File: src/rtl/data_memory_dump.sv
// Debug-side sweeper for the data memory debug port: reads a contiguous range and streams it out.
// Optional build macro DATA_MEMORY_DUMP_CHECKSUM_EN appends a modulo-2^DATA_W checksum beat.
module data_memory_dump #(
  parameter int D_ADDR_W       = 12,
  parameter int DATA_W         = 8,
  parameter int D_MEMORY_DEPTH = 1 << D_ADDR_W
) (
  input  logic                clk,
  input  logic                rst,
  input  logic                start,
  input  logic [D_ADDR_W-1:0] start_addr,
  input  logic [D_ADDR_W:0]   length,
  input  logic                abort,
  output logic                busy,
  output logic                done,
  output logic                debug_enable,
  output logic [D_ADDR_W-1:0] debug_addr,
  input  logic [DATA_W-1:0]   debug_rdata,
  output logic [DATA_W-1:0]   out_data,
  output logic                out_valid,
  input  logic                out_ready,
  output logic                out_last,
  output logic [2:0]          dbg_state
);

  typedef enum logic [2:0] {
    S_IDLE   = 3'd0,
    S_FILL   = 3'd1,
    S_STREAM = 3'd2,
`ifdef DATA_MEMORY_DUMP_CHECKSUM_EN
    S_CSUM   = 3'd3,
`endif
    S_DONE   = 3'd4
  } state_t;

  localparam logic [D_ADDR_W:0]   DEPTH_L  = (D_ADDR_W+1)'(D_MEMORY_DEPTH);
  localparam logic [D_ADDR_W:0]   REM_ONE  = (D_ADDR_W+1)'(1);
  localparam logic [D_ADDR_W:0]   REM_ZERO = '0;
  localparam logic [D_ADDR_W-1:0] ADDR_ONE = D_ADDR_W'(1);

  state_t              state;
  logic [D_ADDR_W-1:0] fetch_addr;
  logic [D_ADDR_W:0]   remaining;
`ifdef DATA_MEMORY_DUMP_CHECKSUM_EN
  logic [DATA_W-1:0]   sum;
`endif

  // Stream handshake: a beat transfers on a rising edge where out_valid && out_ready;
  // out_data/out_last hold steady while out_valid is high and out_ready is low.
  always_ff @(posedge clk or posedge rst) begin
    if (rst) begin
      state      <= S_IDLE;
      fetch_addr <= '0;
      remaining  <= '0;
      out_data   <= '0;
`ifdef DATA_MEMORY_DUMP_CHECKSUM_EN
      sum        <= '0;
`endif
    end else begin
      case (state)
        S_IDLE: begin
          if (start) begin
            fetch_addr <= start_addr;
            remaining  <= (length > DEPTH_L) ? DEPTH_L : length;
`ifdef DATA_MEMORY_DUMP_CHECKSUM_EN
            sum <= '0;
            if (length == REM_ZERO) begin
              out_data <= '0;
              state    <= S_CSUM;
            end else begin
              state <= S_FILL;
            end
`else
            state <= (length == REM_ZERO) ? S_DONE : S_FILL;
`endif
          end
        end

        S_FILL: begin
          if (abort) begin
            state <= S_DONE;
          end else begin
            out_data   <= debug_rdata;
            fetch_addr <= fetch_addr + ADDR_ONE;
            state      <= S_STREAM;
          end
        end

        S_STREAM: begin
          if (out_ready) begin
`ifdef DATA_MEMORY_DUMP_CHECKSUM_EN
            sum <= sum + out_data;
`endif
            if (abort) begin
              state <= S_DONE;
            end else if (remaining == REM_ONE) begin
`ifdef DATA_MEMORY_DUMP_CHECKSUM_EN
              // The checksum beat includes the final data beat being accepted now.
              out_data <= sum + out_data;
              state    <= S_CSUM;
`else
              state <= S_DONE;
`endif
            end else begin
              remaining  <= remaining - REM_ONE;
              out_data   <= debug_rdata;
              fetch_addr <= fetch_addr + ADDR_ONE;
            end
          end else if (abort) begin
            state <= S_DONE;
          end
        end

`ifdef DATA_MEMORY_DUMP_CHECKSUM_EN
        S_CSUM: begin
          if (abort || out_ready) state <= S_DONE;
        end
`endif

        S_DONE:  state <= S_IDLE;
        default: state <= S_IDLE;
      endcase
    end
  end

  // Outputs decode only from registered state, so they carry no input-to-output paths.
  assign busy       = (state != S_IDLE);
  assign done       = (state == S_DONE);
  assign debug_addr = fetch_addr;
  assign dbg_state  = state;

`ifdef DATA_MEMORY_DUMP_CHECKSUM_EN
  assign debug_enable = (state == S_FILL) || (state == S_STREAM) || (state == S_CSUM);
  assign out_valid    = (state == S_STREAM) || (state == S_CSUM);
  assign out_last     = (state == S_CSUM);
`else
  assign debug_enable = (state == S_FILL) || (state == S_STREAM);
  assign out_valid    = (state == S_STREAM);
  assign out_last     = out_valid && (remaining == REM_ONE);
`endif

endmodule

File: config.mk
export PLATFORM = sky130hd
export DESIGN_NAME = data_memory_dump
export DESIGN_NICKNAME = d
export VERILOG_FILES = /design/src/rtl/data_memory_dump.sv
export SDC_FILE = /design/constraint.sdc
export NUM_CORES = 1
export LEC_CHECK = 0
export CAP_MARGIN = 20
export CORE_MARGIN = 3
export CORE_UTILIZATION = 43
export CTS_BUF_LIST = sky130_fd_sc_hd__clkbuf_4 sky130_fd_sc_hd__clkbuf_8 sky130_fd_sc_hd__clkbuf_16
export CTS_CLUSTER_SIZE = 40
export DETAILED_ROUTE_END_ITERATION = 10
export GPL_ROUTABILITY_DRIVEN = 0
export HOLD_SLACK_MARGIN = 0.03
export PLACE_DENSITY = 0.79
export SETUP_SLACK_MARGIN = 0.2
export SYNTH_ARGS = -nofsm -noshare
export SYNTH_HDL_FRONTEND = slang
export SYNTH_SLANG_ARGS = --single-unit
File: constraint.sdc
create_clock -name clk -period 2.3 [get_ports clk]
set_clock_uncertainty 0.2 [all_clocks]
set_input_delay 0.46 -clock clk [delete_from_list [all_inputs] [get_ports clk]]
set_output_delay 0.46 -clock clk [all_outputs]
set_load 0.02 [all_outputs]
# Yosys cells after proc, flatten, opt, wreduce, memory -nomap -nowiden
# Index checks and enable logic that the tools add are counted.
# totals
inputBits	38
regBits	36
# op_classes
n_eq_ne	11
n_mux	25
add_sub_neg	2
reduce_logical	12
n_lt_le_gt_ge	1
# ops
op	count
13-bit two-way mux	5
12-bit two-way mux	5
12-bit case mux with 3 select lines	1
8-bit two-way mux	4
13-bit case mux with 2 select lines	1
3-bit two-way mux	7
8-bit case mux with 2 select lines	1
13-bit by 1-bit equality test with 1-bit output (second input constant)	1
13-bit > comparator (second input constant)	1
13-bit zero test	1
13-bit by 1-bit subtractor with 13-bit output (second input constant)	1
12-bit by 1-bit adder with 12-bit output (second input constant)	1
5-bit AND reduction	2
3-bit case mux with 3 select lines	1
2-bit != test (second input constant)	4
3-bit by 2-bit != test with 1-bit output (second input constant)	2
6-bit AND reduction	1
3-bit nonzero test	2
2-bit nonzero test	2
3-bit by 1-bit equality test with 1-bit output (second input constant)	1
3-bit by 2-bit equality test with 1-bit output (second input constant)	1
3-bit equality test (second input constant)	1
3-bit zero test	1
3-bit AND reduction	1
other kinds (3)	3

# Depth between registers and ports, before layout
# depth
depth_word	5
mapped_depth	8

# Worst setup path after synthesis
# No wires, ideal clock.
# synth_path
kind	register to output
start	register state[2], in the netlist dbg_state[2]
end	output out_last
arrival_time_ps	1968
stages_incl_launch_ff	8
n_path_buf	4
required_time_ps	1640
path_slack_ps	-328
cell_sequence	dfrtp_1 > buf_2 > or3b_1 > clkbuf_1 > inv_1 > buf_2 > buf_2 > and2_1
# synth_between
elab_chain_cells	2
# synth_rtl
element	line_no	text
from (decl)	41	state_t state;
from (signal assigned)	74	state <= (length == REM_ZERO) ? S_DONE : S_FILL;
3-bit by 2-bit equality test with 1-bit output	138	assign out_valid = (state == S_STREAM);
via out_valid	20	output logic out_valid,
1-bit logical AND	139	assign out_last = out_valid && (remaining == REM_ONE);
to (decl)	22	output logic out_last,
# The timed path passes the listed nets, and every way through them passes these cells.

# Final worst setup path
# layout_path
start	register remaining[1]
end	output out_last
# layout_between
elab_chain_cells	2
# layout_rtl
element	line_no	text
from (decl)	43	logic [D_ADDR_W:0] remaining;
from (signal assigned)	64	remaining <= (length > DEPTH_L) ? DEPTH_L : length;
from (signal assigned)	105	remaining <= remaining - REM_ONE;
13-bit by 1-bit equality test with 1-bit output	139	
1-bit logical AND	139	
# No other way between the ends.

==> impl_metrics.env <==
export IMPL_clk_pin_slew_ns=0.07
export IMPL_final_max_slew_violation_count=0
export IMPL_synth_edff_count=0
export IMPL_clockRootBuffer="clkbuf_8"
export IMPL_nFillCells=332
export IMPL_crit_fanout=2
export IMPL_rows=26
export IMPL_ys_seq_area_share_pct=38.79
export IMPL_drive_gt1_share_pct=34.27
export IMPL_powerDensity_nw_per_um2=1465
export IMPL_routed_wl_um=7948
export IMPL_end_kind="primary output"
export IMPL_io_pins=66
export IMPL_rsz0062_at_grt="true"
export IMPL_antenna_left=0
export IMPL_syn_area_um2=2322
export IMPL_synth_area_leaders="dfrtp_1 (39%), a221oi_1 (5.3%), mux2_2 (4.4%)"
export IMPL_start_util_pct=44.90
export IMPL_synthXorXnorAreaFrac_pct=0.7543
export IMPL_cp_slowest_cell="or4b_4"
export IMPL_placed_cell_area_um2=3351
export IMPL_cts_buffers=5
export IMPL_start_kind="flip-flop"
export IMPL_ys_seq_elements=36
export IMPL_clock_latency_ns=0.31
export IMPL_syn_instance_count=247
export IMPL_n_antenna_cell=0
export IMPL_area_growth_pct=64.06
export IMPL_drv_cap=0
export IMPL_synthMuxAreaShare_pct=5.873
export IMPL_synth_adder_area_share_pct=1.616
export IMPL_final_nets=396
export IMPL_hold_class="flip-flop to flip-flop"
export IMPL_cts_buffer_depth=2
export IMPL_status="finished, violations left"
export IMPL_finalSetupViolations=23
export IMPL_wire_per_inst_um=18.66
export IMPL_grt_max_degree=37
export IMPL_synth_ff_type="dfrtp_1"
export IMPL_syn_nets=288
export IMPL_cts_tree="yes"
export IMPL_layout_min_cycle_time_ns=2.511
export IMPL_maxClockFrequency_mhz=398.2
export IMPL_cp_arrival_ns=1.85
export IMPL_avgSynthCellArea_um2=9.402
export IMPL_die_w_um=79.49
export IMPL_yosys_area_share_simple_pct=16.97
export IMPL_cp_data_required_time_ns=1.64
export IMPL_antenna_found_initial=0
export IMPL_drtPass1Iterations=5
export IMPL_p_leak_nw=1.576
export IMPL_synth_top_family_by_area="compound AO/OA/AOI/OAI gates"
export IMPL_grt_pass1_vias=2445
export IMPL_drtIter0Drc=385
export IMPL_port_buffers=65
export IMPL_relSlewSlack_pct=58.32
export IMPL_ir_drop_mv=0.9068
export IMPL_synth_async_reset_ratio_pct=100.0
export IMPL_synth_compound_area_share_pct=30.06
export IMPL_final_hold_violation_count=0
export IMPL_yosysTopAreaCell="dfrtp_1"
export IMPL_crit_chain="inv_2 > ha_4 > or4b_4 > nor4_4 > and2_4 > buf_6"
export IMPL_synth_top_cell_area_share_pct=38.79
export IMPL_cts_max_level=2
export IMPL_critPathKind="flip-flop to primary output"
export IMPL_fp_coreArea_um2=5172
export IMPL_overflow=0
export IMPL_max_stage_delay_ns=0.50
export IMPL_dr_total_vias=2673
export IMPL_cts_hold_buf=0
export IMPL_setup_slack_ns=-0.2111
export IMPL_worst_pin_slew_ns=0.6205
export IMPL_grt_pass1_wl_um=12090
export IMPL_hpwlAfterDp_um=4953
export IMPL_cts_sinks=36
export IMPL_die_area_um2=6319
export IMPL_drc=0
export IMPL_avgViaCountPerCell=6.275
export IMPL_fin_crit_sh_pct=109.2
export IMPL_die_height_um=79.49
export IMPL_ys_warn_count=0
export IMPL_ys_types=52
export IMPL_stdcell_area_um2=3810
export IMPL_violations="negative setup slack"
export IMPL_grtUsageTotal_pct=24.21
export IMPL_power_total_mw=5.583
==> path summary, 6_finish.rpt <==
check	startpoint	end	slack [ns]	depth (start not counted)
worst max-delay path	remaining[1]	out_last	-0.21	6
worst min-delay path	out_data[5]	out_data[5]	0.31	1
worst max register to register	remaining[1]	out_data[3]	-0.16	8
worst min register to register	out_data[5]	out_data[5]	0.31	1
max in group asynchronous	rst	dbg_state[2]	1.19	3
min in group asynchronous	rst	debug_addr[2]	0.36	3
==> cell usage after synthesis (8+ instances only) <==
cell type / count
o21ai_0: 15
a2bb2oi_1: 9
nor3_1: 8
buf_2: 8
nor2_1: 10
nand2_1: 8
mux2_2: 9
nand3_1: 14
clkbuf_1: 8
o22ai_1: 13
a221oi_1: 14
inv_1: 16
dfrtp_1: 36
==> final cells by class <==
| class | count | area [um2] | area share, % |
|---|---|---|---|
| clock buffers | 5 | 68.82 | 1.806 |
| clock inverters | 3 | 42.54 | 1.117 |
| inverters | 17 | 66.31 | 1.741 |
| multi-input cells | 177 | 1540 | 40.43 |
| flip-flops and latches | 36 | 902.1 | 23.68 |
| well taps | 70 | 87.58 | 2.299 |
| repair buffers | 118 | 1102 | 28.93 |
==> per-layer routing <==
| metal | wire (um) | track usage [%] | vias to the layer above |
|---|---|---|---|
| li1 | - | - | 1190 |
| met1 | 3184 | 32.86 | 1288 |
| met2 | 3931 | 38.65 | 168 |
| met3 | 637 | 4.289 | 27 |
| met4 | 194 | 8.591 | 0 |
| met5 | 0 | 0 | - |
==> repair_timing <==
| item | in CTS | in global routing |
|---|---|---|
| gates cloned | 1 | 1 |
| setup endpoints to repair | 42 | 40 |
| resized for setup | 54 | 30 |
| setup buffers | 7 | 5 |
| pin swaps | 9 | 19 |
| endpoints found under the hold margin | 0 | 0 |
==> flip-flops by register name (all words and copies together), names as in the netlist <==
signal      flops
dbg_state       3
remaining      13
debug_addr     12
out_data        8
==> metrics by stage <==
step	worst slack, ns	setup TNS (ns)	utilization (%)	cells	hold WS (ns)
after floorplan	0.02141	0	-	247	0.2943
after global placement	-0.3126	-2.330	64.78	404	0.2887
after detailed placement	-0.3288	-2.926	64.78	404	0.2946
after CTS	-0.1817	-2.909	70.49	420	0.3120
after global routing	-0.2617	-3.414	73.66	426	0.3257
final	-0.2111	-2.131	73.66	426	0.3062
==> power breakdown <==
| group | switching [mW] | internal (mW) | total, mW |
|---|---|---|---|
| logic | 1.98 | 1.82 | 3.80 |
| registers | 0.267 | 0.936 | 1.20 |
| clock network | 0.255 | 0.321 | 0.575 |
==> kinds of logic (layout without fill, tap and decap cells) <==
group,after synthesis,in the layout
AO/OA/AOI/OAI,90,90
AND/OR/NAND/NOR,70,70
flip-flops,36,36
buffers and inverters,34,143
multiplexers,12,12
adder cells (fa/ha/maj),3,3
XOR/XNOR,2,2
==> cells in the final DEF, fill, tap and decap left out, types with 3 or more instances in the layout <==
cell type	n
nand2_1	7
clkbuf_8	5
o22ai_1	11
and4_1	3
a221oi_1	3
a21oi_1	6
buf_4	39
o21ai_0	10
a221oi_2	11
mux2_2	8
clkdlybuf4s50_1	55
nor2b_1	3
a22oi_1	3
nor3b_1	3
nand3_1	14
dfrtp_1	35
nor4_1	5
o21ai_2	5
buf_6	13
nor3_1	6
nand4_1	3
a31oi_1	6
a2bb2oi_1	7
nor2_1	10
inv_1	14
dlygate4sd2_1	4
==> worst max-delay path: cells and delay by family (launching register included) <==
family / cells / cell delay [ns]
adder cells (fa/ha/maj): 1 / 0.12
buffers and inverters: 2 / 0.19
flip-flops: 1 / 0.39
AND/OR/NAND/NOR: 3 / 0.85
Note: power is estimated with default switching activity, not from simulation.
